[src/rtl/fifo_wr_arbiter.sv]
`default_nettype none
// ============================================================================
// Module   : fifo_wr_arbiter
// Purpose  : Round-robin write arbiter that shares one synchronous FIFO write
//            port between NREQ valid/ready requesters. A winner keeps the
//            grant for a burst of up to MAXBURST words. The registered write
//            in flight is counted against the FIFO fill level, so the FIFO is
//            never overflowed.
// Ports    : i_clk, i_rst_n           clock, async active-low reset
//            i_req_valid/i_req_data   per-requester valid and packed data
//            o_req_ready              per-requester ready (at most one high)
//            i_fifo_full/i_fifo_fill  FIFO status
//            o_fifo_wr/o_fifo_data    registered FIFO write
//            o_grant_id               current or last granted requester
//            o_stall_cnt              saturating stall counter (optional)
//            o_busy                   high while a burst is in progress
// Options  : define FIFO_ARB_STALL_CNT_EN to add o_stall_cnt.
// Revision : 1.0 - initial release
// ============================================================================
module fifo_wr_arbiter #(
    parameter int NREQ     = 4,
    parameter int BW       = 8,
    parameter int LGFLEN   = 4,
    parameter int MAXBURST = 4
) (
    input  logic                      i_clk,
    input  logic                      i_rst_n,
    input  logic [NREQ-1:0]           i_req_valid,
    input  logic [NREQ*BW-1:0]        i_req_data,
    output logic [NREQ-1:0]           o_req_ready,
    input  logic                      i_fifo_full,
    input  logic [LGFLEN:0]           i_fifo_fill,
    output logic                      o_fifo_wr,
    output logic [BW-1:0]             o_fifo_data,
    output logic [$clog2(NREQ)-1:0]   o_grant_id,
`ifdef FIFO_ARB_STALL_CNT_EN
    output logic [15:0]               o_stall_cnt,
`endif
    output logic                      o_busy
);

    localparam int                  c_gw        = $clog2(NREQ);
    localparam logic [0:0]          c_idle      = 1'b0;
    localparam logic [0:0]          c_burst     = 1'b1;
    localparam logic [LGFLEN+1:0]   c_depth     = {1'b0, 1'b1, {LGFLEN{1'b0}}};
    localparam logic [c_gw-1:0]     c_last_init = c_gw'(NREQ - 1);
    localparam logic [3:0]          c_cnt_last  = 4'(MAXBURST - 1);

    logic [0:0]        r_state;
    logic [c_gw-1:0]   r_last_grant;
    logic [3:0]        r_count;

    logic [LGFLEN+1:0] w_sum;
    logic              w_space_ok;
    logic              w_gvalid;
    logic [BW-1:0]     w_gdata;
    logic              w_hs;
    logic              w_any;
    logic [c_gw-1:0]   w_pick;

    // The write registered last cycle lands in the FIFO this edge, so it
    // already occupies an entry even though i_fifo_fill does not show it.
    assign w_sum      = {1'b0, i_fifo_fill} + {{(LGFLEN+1){1'b0}}, o_fifo_wr};
    assign w_space_ok = !i_fifo_full && (w_sum < c_depth);

    assign w_gvalid = i_req_valid[o_grant_id];
    assign w_gdata  = i_req_data[int'(o_grant_id)*BW +: BW];
    assign w_hs     = (r_state == c_burst) && w_gvalid && w_space_ok;
    assign o_busy   = (r_state == c_burst);

    // Round-robin pick: first valid requester after the last grant, wrapping.
    always_comb begin
        w_any  = 1'b0;
        w_pick = r_last_grant;
        for (int i = 1; i <= NREQ; i++) begin
            if (!w_any && i_req_valid[(int'(r_last_grant) + i) % NREQ]) begin
                w_any  = 1'b1;
                w_pick = c_gw'((int'(r_last_grant) + i) % NREQ);
            end
        end
    end

    always_comb begin
        o_req_ready = '0;
        if ((r_state == c_burst) && w_space_ok) begin
            o_req_ready[o_grant_id] = 1'b1;
        end
    end

    always_ff @(posedge i_clk or negedge i_rst_n) begin
        if (!i_rst_n) begin
            r_state      <= c_idle;
            r_last_grant <= c_last_init;
            r_count      <= '0;
            o_grant_id   <= '0;
            o_fifo_wr    <= 1'b0;
            o_fifo_data  <= '0;
        end else begin
            o_fifo_wr <= w_hs;
            if (w_hs) begin
                o_fifo_data <= w_gdata;
            end
            case (r_state)
                c_idle: begin
                    if (w_any) begin
                        o_grant_id   <= w_pick;
                        r_last_grant <= w_pick;
                        r_count      <= '0;
                        r_state      <= c_burst;
                    end
                end
                default: begin
                    // A dropped valid ends the burst; a full FIFO only stalls it.
                    if (!w_gvalid) begin
                        r_state <= c_idle;
                    end else if (w_hs) begin
                        r_count <= r_count + 4'd1;
                        if (r_count == c_cnt_last) begin
                            r_state <= c_idle;
                        end
                    end
                end
            endcase
        end
    end

`ifdef FIFO_ARB_STALL_CNT_EN
    logic [15:0] r_stall_cnt;

    always_ff @(posedge i_clk or negedge i_rst_n) begin
        if (!i_rst_n) begin
            r_stall_cnt <= '0;
        end else if ((r_state == c_burst) && w_gvalid && !w_space_ok
                     && (r_stall_cnt != 16'hFFFF)) begin
            r_stall_cnt <= r_stall_cnt + 16'd1;
        end
    end

    assign o_stall_cnt = r_stall_cnt;
`endif

endmodule
`default_nettype wire

[config.mk]
export PLATFORM = sky130hd
export DESIGN_NAME = fifo_wr_arbiter
export DESIGN_NICKNAME = d
export VERILOG_FILES = /design/src/rtl/fifo_wr_arbiter.sv
export SDC_FILE = /design/constraint.sdc
export NUM_CORES = 1
export LEC_CHECK = 0
export CAP_MARGIN = 20
export CORE_MARGIN = 2
export CORE_UTILIZATION = 40
export DETAILED_ROUTE_END_ITERATION = 8
export PLACE_DENSITY = 0.91
export SYNTH_ARGS = -nofsm -noshare
export SYNTH_HDL_FRONTEND = slang
export SYNTH_SLANG_ARGS = --single-unit
[constraint.sdc]
create_clock -name i_clk -period 3.5 [get_ports i_clk]
set_input_delay 0.35 -clock i_clk [delete_from_list [all_inputs] [get_ports i_clk]]
set_output_delay 0.35 -clock i_clk [all_outputs]
set_load 0.02 [all_outputs]
; ---- Yosys cells after proc, flatten, opt, wreduce, memory -nomap -nowiden
; Cells that the tools add are included.
[word_totals]
ff_bits = 18
input_bits = 44
output_inout_bits = 16
word_cells = 81
[classes]
add_sub_neg = 6
order_cmp = 7
eq_ne = 3
shifts = 1
n_mux = 34
bitwise_logic = 5
n_reduce_logical = 19
[op_table]
columns = operator, n
row1 = 32-bit by 6-bit indexed part select with 8-bit output, 1
row2 = 4-bit 2-to-1 mux, 5
row3 = 1-bit 2-to-1 mux, 19
row4 = "3-bit by 4-bit less-than comparator with 1-bit output, second input constant", 4
row5 = 1-bit binary-select mux with 2-bit select, 5
row6 = 1-bit logical AND, 8
row7 = 2-bit 2-to-1 mux, 4
row8 = 2-bit OR reduction, 4
row9 = 5-bit by 1-bit adder with 6-bit output, 1
row10 = "6-bit by 5-bit less-than comparator with 1-bit output, second input constant", 1
row11 = "2-bit by 1-bit adder with 2-bit output, second input constant", 2
row12 = "2-bit adder, second input constant", 2
row13 = "4-bit by 1-bit adder with 4-bit output, second input constant", 1
row14 = "1-bit bitwise AND, first input constant", 4
row15 = "4-bit by 2-bit == test with 1-bit output, second input constant", 1
row16 = 1-bit zero test, 4
row17 = "2-bit by 1-bit != test with 1-bit output, second input constant", 2
row18 = "2-bit by 3-bit less-than comparator with 1-bit output, second input constant", 1
row19 = 3-bit AND reduction, 1
row20 = 1-bit demux with 2-bit select, 1
row21 = "2-bit by 1-bit >= comparator with 1-bit output, second input constant", 1
row22 = 2-bit AND reduction, 1
row23 = 2-bit nonzero test, 1
row24 = 1-bit inverter, 1

; ---- Depth between registers and ports, before layout
[depth]
word_depth = 18
ltp_mapped = 6
mapped_depth_nobuf = 4

; ---- Worst setup path after synthesis
; No wires, ideal clock.
[synth_path]
path_kind = register -> register
start = register o_grant_id[0]
end = register o_fifo_data[0]
setup_ps = 125
arrival_ps = 1721
t_required_ps = 3375
slack_ps = 1654
stages_incl_launch_ff = 5
path_buffers = 2
period_less_slack_ps = 1846
cell_sequence = dfrtp_1 > clkbuf_1 > buf_2 > mux4_2 > mux2_4
[synth_between]
elab_chain_len = 4
elab_cells_between_ends = 5
classes_between = shift (1) / mux (2) / reduce/logical (2)
[synth_rtl]
columns = item, line_no
row1 = "start, declared", 35  ; output logic [$clog2(NREQ)-1:0] o_grant_id,
row2 = "start signal, assigned", 106  ; o_grant_id <= w_pick;
row3 = branches (longest 4 deep; another with 32-bit by 6-bit indexed part select with 8-bit output), n/a
row4 = "end signal, assigned", 101  ; o_fifo_data <= w_gdata;
row5 = "end, declared", 34  ; output logic [BW-1:0] o_fifo_data,
; Several ways; the timed one is not identified. The select of a mux whose other input is x is not followed.
; A chain may end at the register's enable or synchronous reset.

; ---- Final worst setup path
[layout_path]
start = input port i_fifo_fill[4]
end = output port o_req_ready[2]
[layout_between]
elab_chain_len = 5
[layout_rtl]
columns = item, line_no
row1 = "start, declared", 32  ; input logic [LGFLEN:0] i_fifo_fill,
row2 = 5-bit by 1-bit adder with 6-bit output, 63  ; assign w_sum = {1'b0, i_fifo_fill} + {{(LGFLEN+1){1'b0}}, o_fifo_wr};
row3 = 6-bit by 5-bit less-than comparator with 1-bit output, 64  ; assign w_space_ok = !i_fifo_full && (w_sum < c_depth);
row4 = 1-bit logical AND, 64
row5 = 1-bit logical AND, 85  ; if ((r_state == c_burst) && w_space_ok) begin
row6 = 4-bit 2-to-1 mux, 85
row7 = "end, declared", 30  ; output logic [NREQ-1:0] o_req_ready,
; No other way between the ends.

==> results.json <==
{
  "final_antenna_net_count": 0,
  "initial_core_util_pct": 43.3,
  "p_int_mw": 0.706,
  "vias": 956,
  "regToRegStartpoint": "o_grant_id[1]",
  "cts_tree": "yes",
  "finalSetupViolations": 0,
  "p_sw_mw": 0.423,
  "grt_pass1_wl_um": 4820,
  "async_flop_share_pct": 100,
  "numPortBuffers": 59,
  "drive_gt1_share_pct": 15.8,
  "end_kind": "primary output",
  "routabilityCongestion": 0.772,
  "antenna_cells": 0,
  "synth_seq_cells": 18,
  "grt_pass1_vias": 1083,
  "arrival_ns": 2.09,
  "cts_sinks": 18,
  "ys_top_cells_by_count": "16 x dfrtp_1, 7 x mux4_2, 7 x nand3_1",
  "die_h_um": 56.3,
  "clk_latency_ns": 0.29,
  "ctsHtreeMaxLevel": 1,
  "crit_type": "in -> out",
  "yosysTopAreaCell": "dfrtp_1",
  "power.density_nw_per_um2": 657,
  "cts_setup_buffers": 0,
  "leakage_nw": 0.727,
  "hold_viol_final": 0,
  "cts_buffer_depth": 2,
  "dp_cells": 172,
  "final_cells": 176,
  "postCtsHoldBufs": 0,
  "netlist_area_um2": 1090,
  "ctsResizeCount": 0,
  "grt-ovfl-total": 0,
  "wire_per_inst_um": 16.0,
  "yosysSeqAreaShare_pct": 41.5,
  "cp-start-kind": "input port",
  "post-route-period-util_pct": 69.9,
  "status": "complete, no violations",
  "finClkSkew_ns": 0.00812,
  "slew_viol_final": 0,
  "firstDrtPassIters": 4,
  "syn_nets": 132,
  "synth_cell_type_count": 33,
  "drtIter0Drc": 13,
  "switching_share_pct": 37.5,
  "antenna_found_initial": 0,
  "via_per_inst": 5.43,
  "combPwrFrac_pct": 52.6,
  "worst_pin_slew_ns": 0.793,
  "rsz0062_at_grt": "no",
  "clkPwrFrac_pct": 9.5,
  "crit_start": "i_fifo_fill[4]",
  "track_usage_pct": 19.1,
  "slew_headroom_pct": 47.0,
  "ys.flop_type": "dfrtp_1",
  "die-area_um2": 3160,
  "drc": 0,
  "yosysWarnings": 0,
  "crit_required_ns": 3.15,
  "postSynthCellCount": 87,
  "dieWidth_um": 56.3,
  "peakVddDrop_uv": 425,
  "clockRootBuffer": "clkbuf_4",
  "p_seq_share_pct": 37.9,
  "reg2reg_to": "o_fifo_data[3]",
  "tns_ns": 0,
  "syn_to_final_growth_pct": 57.4,
  "worstPathCellList": "clkdlybuf4s50_1 -> nor3b_2 -> o21a_1 -> nand2_1 -> nor2_1 -> clkdlybuf4s50_1",
  "critPathSlowestCell": "clkdlybuf4s50_1",
  "ioPinCount": 60,
  "syn_avg_cell_area_um2": 12.6,
  "cts_made_buffers": 3,
  "critPathCapture": "o_req_ready[2]",
  "dp_hpwl_um": 2260,
  "clock.fmax_mhz": 409,
  "core_um2": 2520,
  "crit_fanout": 3,
  "row_count": 18,
  "r2r_slack_ns": 1.37,
  "cpMostUsedCell": "clkdlybuf4s50_1",
  "synth.most_common_cell": "dfrtp_1",
  "netlist_top_cells_area": "dfrtp_1 37%, mux4_2 14%, mux2_2 5.2%, dfstp_2 4.8%, mux4_1 4.8%",
  "crit_path_max_incr_delay_ns": 0.63,
  "drv_cap": 0,
  "grt_max_degree": 19,
  "yosysTopAreaCellShare_pct": 36.7,
  "min_path_type": "in -> async",
  "rr_worst_depth": 3,
  "nNetsFinal": 192,
  "fin_crit_ns": 2.44,
  "totalWireLength_um": 2810,
  "synth_edf_count": 0,
  "cts.clk_slew.worst_paths_ns": 0.11
}
-- worst min path at each step --
stage / cells past startpoint / from / slack (ns) / to
2_1_floorplan: 0 / i_rst_n / 0.05 / o_busy
4_1_cts: 1 / o_fifo_data[5] / 0.52 / o_fifo_data[5]
3_5_place_dp: 1 / o_fifo_data[5] / 0.50 / o_fifo_data[5]
3_3_place_gp: 1 / o_fifo_data[6] / 0.49 / o_fifo_data[6]
6_report: 1 / i_rst_n / 0.51 / o_fifo_wr
5_1_grt: 1 / o_fifo_data[5] / 0.53 / o_fifo_data[5]
-- layer usage --
| metal | wire length (µm) | global-route usage [%] | up-vias |
|---|---|---|---|
| met4 | 14 | 4.08 | 0 |
| met5 | 0 | 0 | - |
| met2 | 1540 | 35.3 | 34 |
| met3 | 131 | 3.69 | 2 |
| li1 | - | - | 452 |
| met1 | 1120 | 22.9 | 468 |
-- layout by cell type, fill, tap and decap left out, types with 2 or more instances in the layout --
cell type        instances
nand2_1                  5
mux2i_1                  2
clkbuf_4                 3
a21oi_1                  2
mux4_1                   2
a21o_1                   3
o21a_1                   2
clkdlybuf4s50_1         59
dfstp_2                  2
o21ai_0                  5
inv_1                    2
nand3_1                  7
mux2_2                   5
dfrtp_1                 16
mux4_2                   7
nor2_1                   5
mux2_4                   3
-- area by class of cell --
cell class | instances | area, µm²
inverter | 3 | 11.3
tap | 30 | 37.5
fill | 199 | 803
multi-input combinational | 62 | 601
timing repair buffer | 59 | 591
sequential | 18 | 453
clock buffer | 4 | 26.3
-- worst max-delay path: cells and delay by family --
family / cells / cell delay, ns
AOI/OAI and AO/OA: 1 / 0.20
buffers and inverters: 2 / 1.05
and+or+nand+nor: 3 / 0.50
-- through the flow --
stage | cell area, µm² | setup WS [ns] | hold WS [ns] | utilization, % | power, mW
3_5_place_dp | 1690 | 1.05 | 0.495 | 67.1 | 1.03
4_1_cts | 1720 | 1.03 | 0.518 | 68.2 | 1.14
2_1_floorplan | 1090 | 1.65 | 0.0544 | - | 0.781
3_3_place_gp | 1690 | 1.11 | 0.488 | 67.1 | 1.01
6_report | 1720 | 1.06 | 0.510 | 68.2 | 1.13
5_1_grt | 1720 | 0.912 | 0.533 | 68.2 | 1.21
-- registers in the layout, summed over array words and instances (netlist names) --
name	flops
r_last_grant	2
o_fifo_wr	1
o_grant_id	2
o_fifo_data	8
r_count	4
o_busy	1
-- kinds of logic (layout without fill, tap and decap cells) --
group	count (synthesis)	after routing	share of synthesized area, %
adder cells (fa/ha/maj)	1	1	1.15
flip-flops	18	18	41.5
multiplexers	19	19	30.4
buffers and inverters	7	66	3.55
AO/OA/AOI/OAI	18	18	12.0
AND/OR/NAND/NOR	23	23	10.7
XOR/XNOR	1	1	0.802
-- power groups by stage --
| stage | clock (mW) | sequential (mW) | combinational [mW] |
|---|---|---|---|
| global route | 0.120 | 0.447 | 0.641 |
| floorplan | 0 | 0.447 | 0.334 |
| CTS | 0.110 | 0.429 | 0.603 |
| global placement | 0 | 0.423 | 0.584 |
| detailed placement | 0 | 0.432 | 0.602 |
| finish | 0.107 | 0.428 | 0.595 |
Note: power is estimated with default switching activity, not from simulation.
==> edit (same settings) <==
`BW`: 8 -> 12.
--- a/src/rtl/fifo_wr_arbiter.sv
+++ b/src/rtl/fifo_wr_arbiter.sv
@@ -21,3 +21,3 @@
     parameter int NREQ     = 4,
-    parameter int BW       = 8,
+    parameter int BW       = 12,
     parameter int LGFLEN   = 4,
Interface: changed (resized i_req_data and o_fifo_data); port bits go from 60 to 80. The function was not compared with the original's and may differ.
==> edit against the original RTL <==
- non-clock buffer count up 22
- cell area up 29%
- synthesized area up 23%
- power up 31%
- sequential cell count up 4
- die area up 21%
- clock power up 32%
- critical path depth down 1
- clock skew up 5.0 ps
- combinational power up 42%
- wire length up 59%
- setup slack worse by 290 ps
- critical endpoint is now o_req_ready[3]
- largest cell class is now non-clock buffers
- highest routed layer unchanged
==> edit: results (changes against the original RTL) <==
[yosys]
synthTopCellsByCount = dfrtp_1 (20), mux2_2 (12), mux4_2 (9)
seq_area_frac_synth = 0.4115  ; -0.003116
ys_types = 34  ; +3.0%
syn_nets = 164  ; +24%
synthTopCellsByArea = dfrtp_1 (37%), mux4_2 (15%), mux2_2 (10%), mux4_1 (7.8%), dfstp_2 (3.9%)
synthFlopType = dfrtp_1
async_flop_share = 1.000  ; unchanged
yosys_warnings = 0  ; unchanged

[clock_tree]
cts_root_buf = clkbuf_4
clk_pin_slew_ps = 130  ; +20 ps
htreeDepth = 1  ; unchanged
numCtsBuffers = 3  ; unchanged
clock_latency_ps = 320  ; +30 ps
clockBufferDepth = 2  ; unchanged
post_cts_buffers = 0  ; unchanged
ctsResizeCount = 0  ; unchanged

[place]
numPortBuffers = 79  ; +34%
place_hpwl_um = 3520  ; +56%
gp_routability_congestion = 0.7502  ; -2.8%
placed_area_um2 = 2155  ; +27%

[finish]
nets = 244  ; +27%
layout-drive-gt1-share = 0.1703  ; +0.01280
antenna_cells = 0  ; unchanged
largest_registers = o_fifo_data x12, r_count x4

[power_and_ir_drop]
power_frac_clock = 0.095  ; about the same
comb_cell_power_uw = 845  ; +42%
power.internal_uw = 912.1  ; +29%
leakagePower_uw = 0.0008921  ; +23%
vdd_drop_max_v = 0.0002635  ; -38%

[worst_setup_path]
reg2reg_depth = 4  ; +1
cp_slowest_cell = clkdlybuf4s50_1
max_stage_delay_ps = 650  ; +20 ps
crit_fanout = 9  ; +6
worst_ep_arrival_time_ps = 2380  ; +290 ps
path_delay_family = buffers and inverters

[grt]
globalRouteTotalUtil = 0.2157  ; +0.02468
grt_pass1_wl_um = 5823  ; +21%
antenna_found_initial = 0  ; unchanged
grt_pass1_vias = 1248  ; +15%
grt_max_degree = 23  ; +4

[detailed_routing]
drtIter0Drc = 54  ; +41
drt-pass1-iter-count = 5  ; +1
viasPerCell = 5.553  ; +2.2%
routed_wl_um = 4470  ; +59%

[timing]
relSlewSlack = 0.3834  ; -0.08618
skew_ps = 13.15  ; +5.035 ps
tns_ps = 0  ; unchanged

[worst_hold_path]
holdCritPathClass = in -> async

[outcome]
run_status = finished, final reports clean

==> edit: cell types whose count changed in the layout (fill, tap and decap cells not counted), sizes merged, moves of 4 or more <==
cell	before	now
clkdlybuf4s50	59	79
nand3	7	1
dfrtp	16	20
inv	3	7
mux2	8	12
mux4	9	13
==> edit: cells by family (layout without fill, tap and decap cells) <==
family / count (synthesis) / count (layout) / synth area share
muxes: 25 / 25 / 0.3296
xor gates and xnor gates: 1 / 1 / 0.006519
buffers and inverters: 13 / 92 / 0.05307
and+or+nand+nor: 17 / 17 / 0.07262
AOI/OAI and AO/OA: 24 / 24 / 0.1173
adders and majority gates: 1 / 1 / 0.009309
DFF: 22 / 22 / 0.4115
==> edit: per-layer routing <==
metal  up-vias  track usage  routed length [um]
met5         -            0                   0
met4         0      0.07903                 140
met3        12      0.07246                 492
met2        69       0.3973                2289
met1       624       0.2253                1547
li1        561            -                   -
==> edit: area by class of cell <==
type	count	area [um^2]
inverter	7	26.28
sequential	22	553.0
multi-input combinational	68	719.4
timing repair buffer	81	823.3
tap	46	57.56
fill	208	1069
clock buffer	4	36.28
==> edit: through the flow <==
stage | power, uW | std cells | setup slack (ps)
CTS | 1485 | 227 | 824.6
floorplan | 985.6 | 103 | 1600
global placement | 1296 | 223 | 968.3
global route | 1557 | 228 | 654.6
finish | 1483 | 228 | 769.7
detailed placement | 1347 | 223 | 882.2
==> edit: path summary, 6_finish.rpt <==
| path | start | to | slack, ps |
|---|---|---|---|
| min reg2reg | o_fifo_data[1] | o_fifo_data[1] | 520 |
| max | o_busy | o_req_ready[3] | 770 |
| max reg2reg | o_grant_id[1] | r_count[3] | 1100 |
| max in group asynchronous | i_rst_n | r_last_grant[1] | 2880 |
| min | i_rst_n | o_fifo_data[7] | 380 |
| min in group i_clk | o_fifo_data[1] | o_fifo_data[1] | 520 |
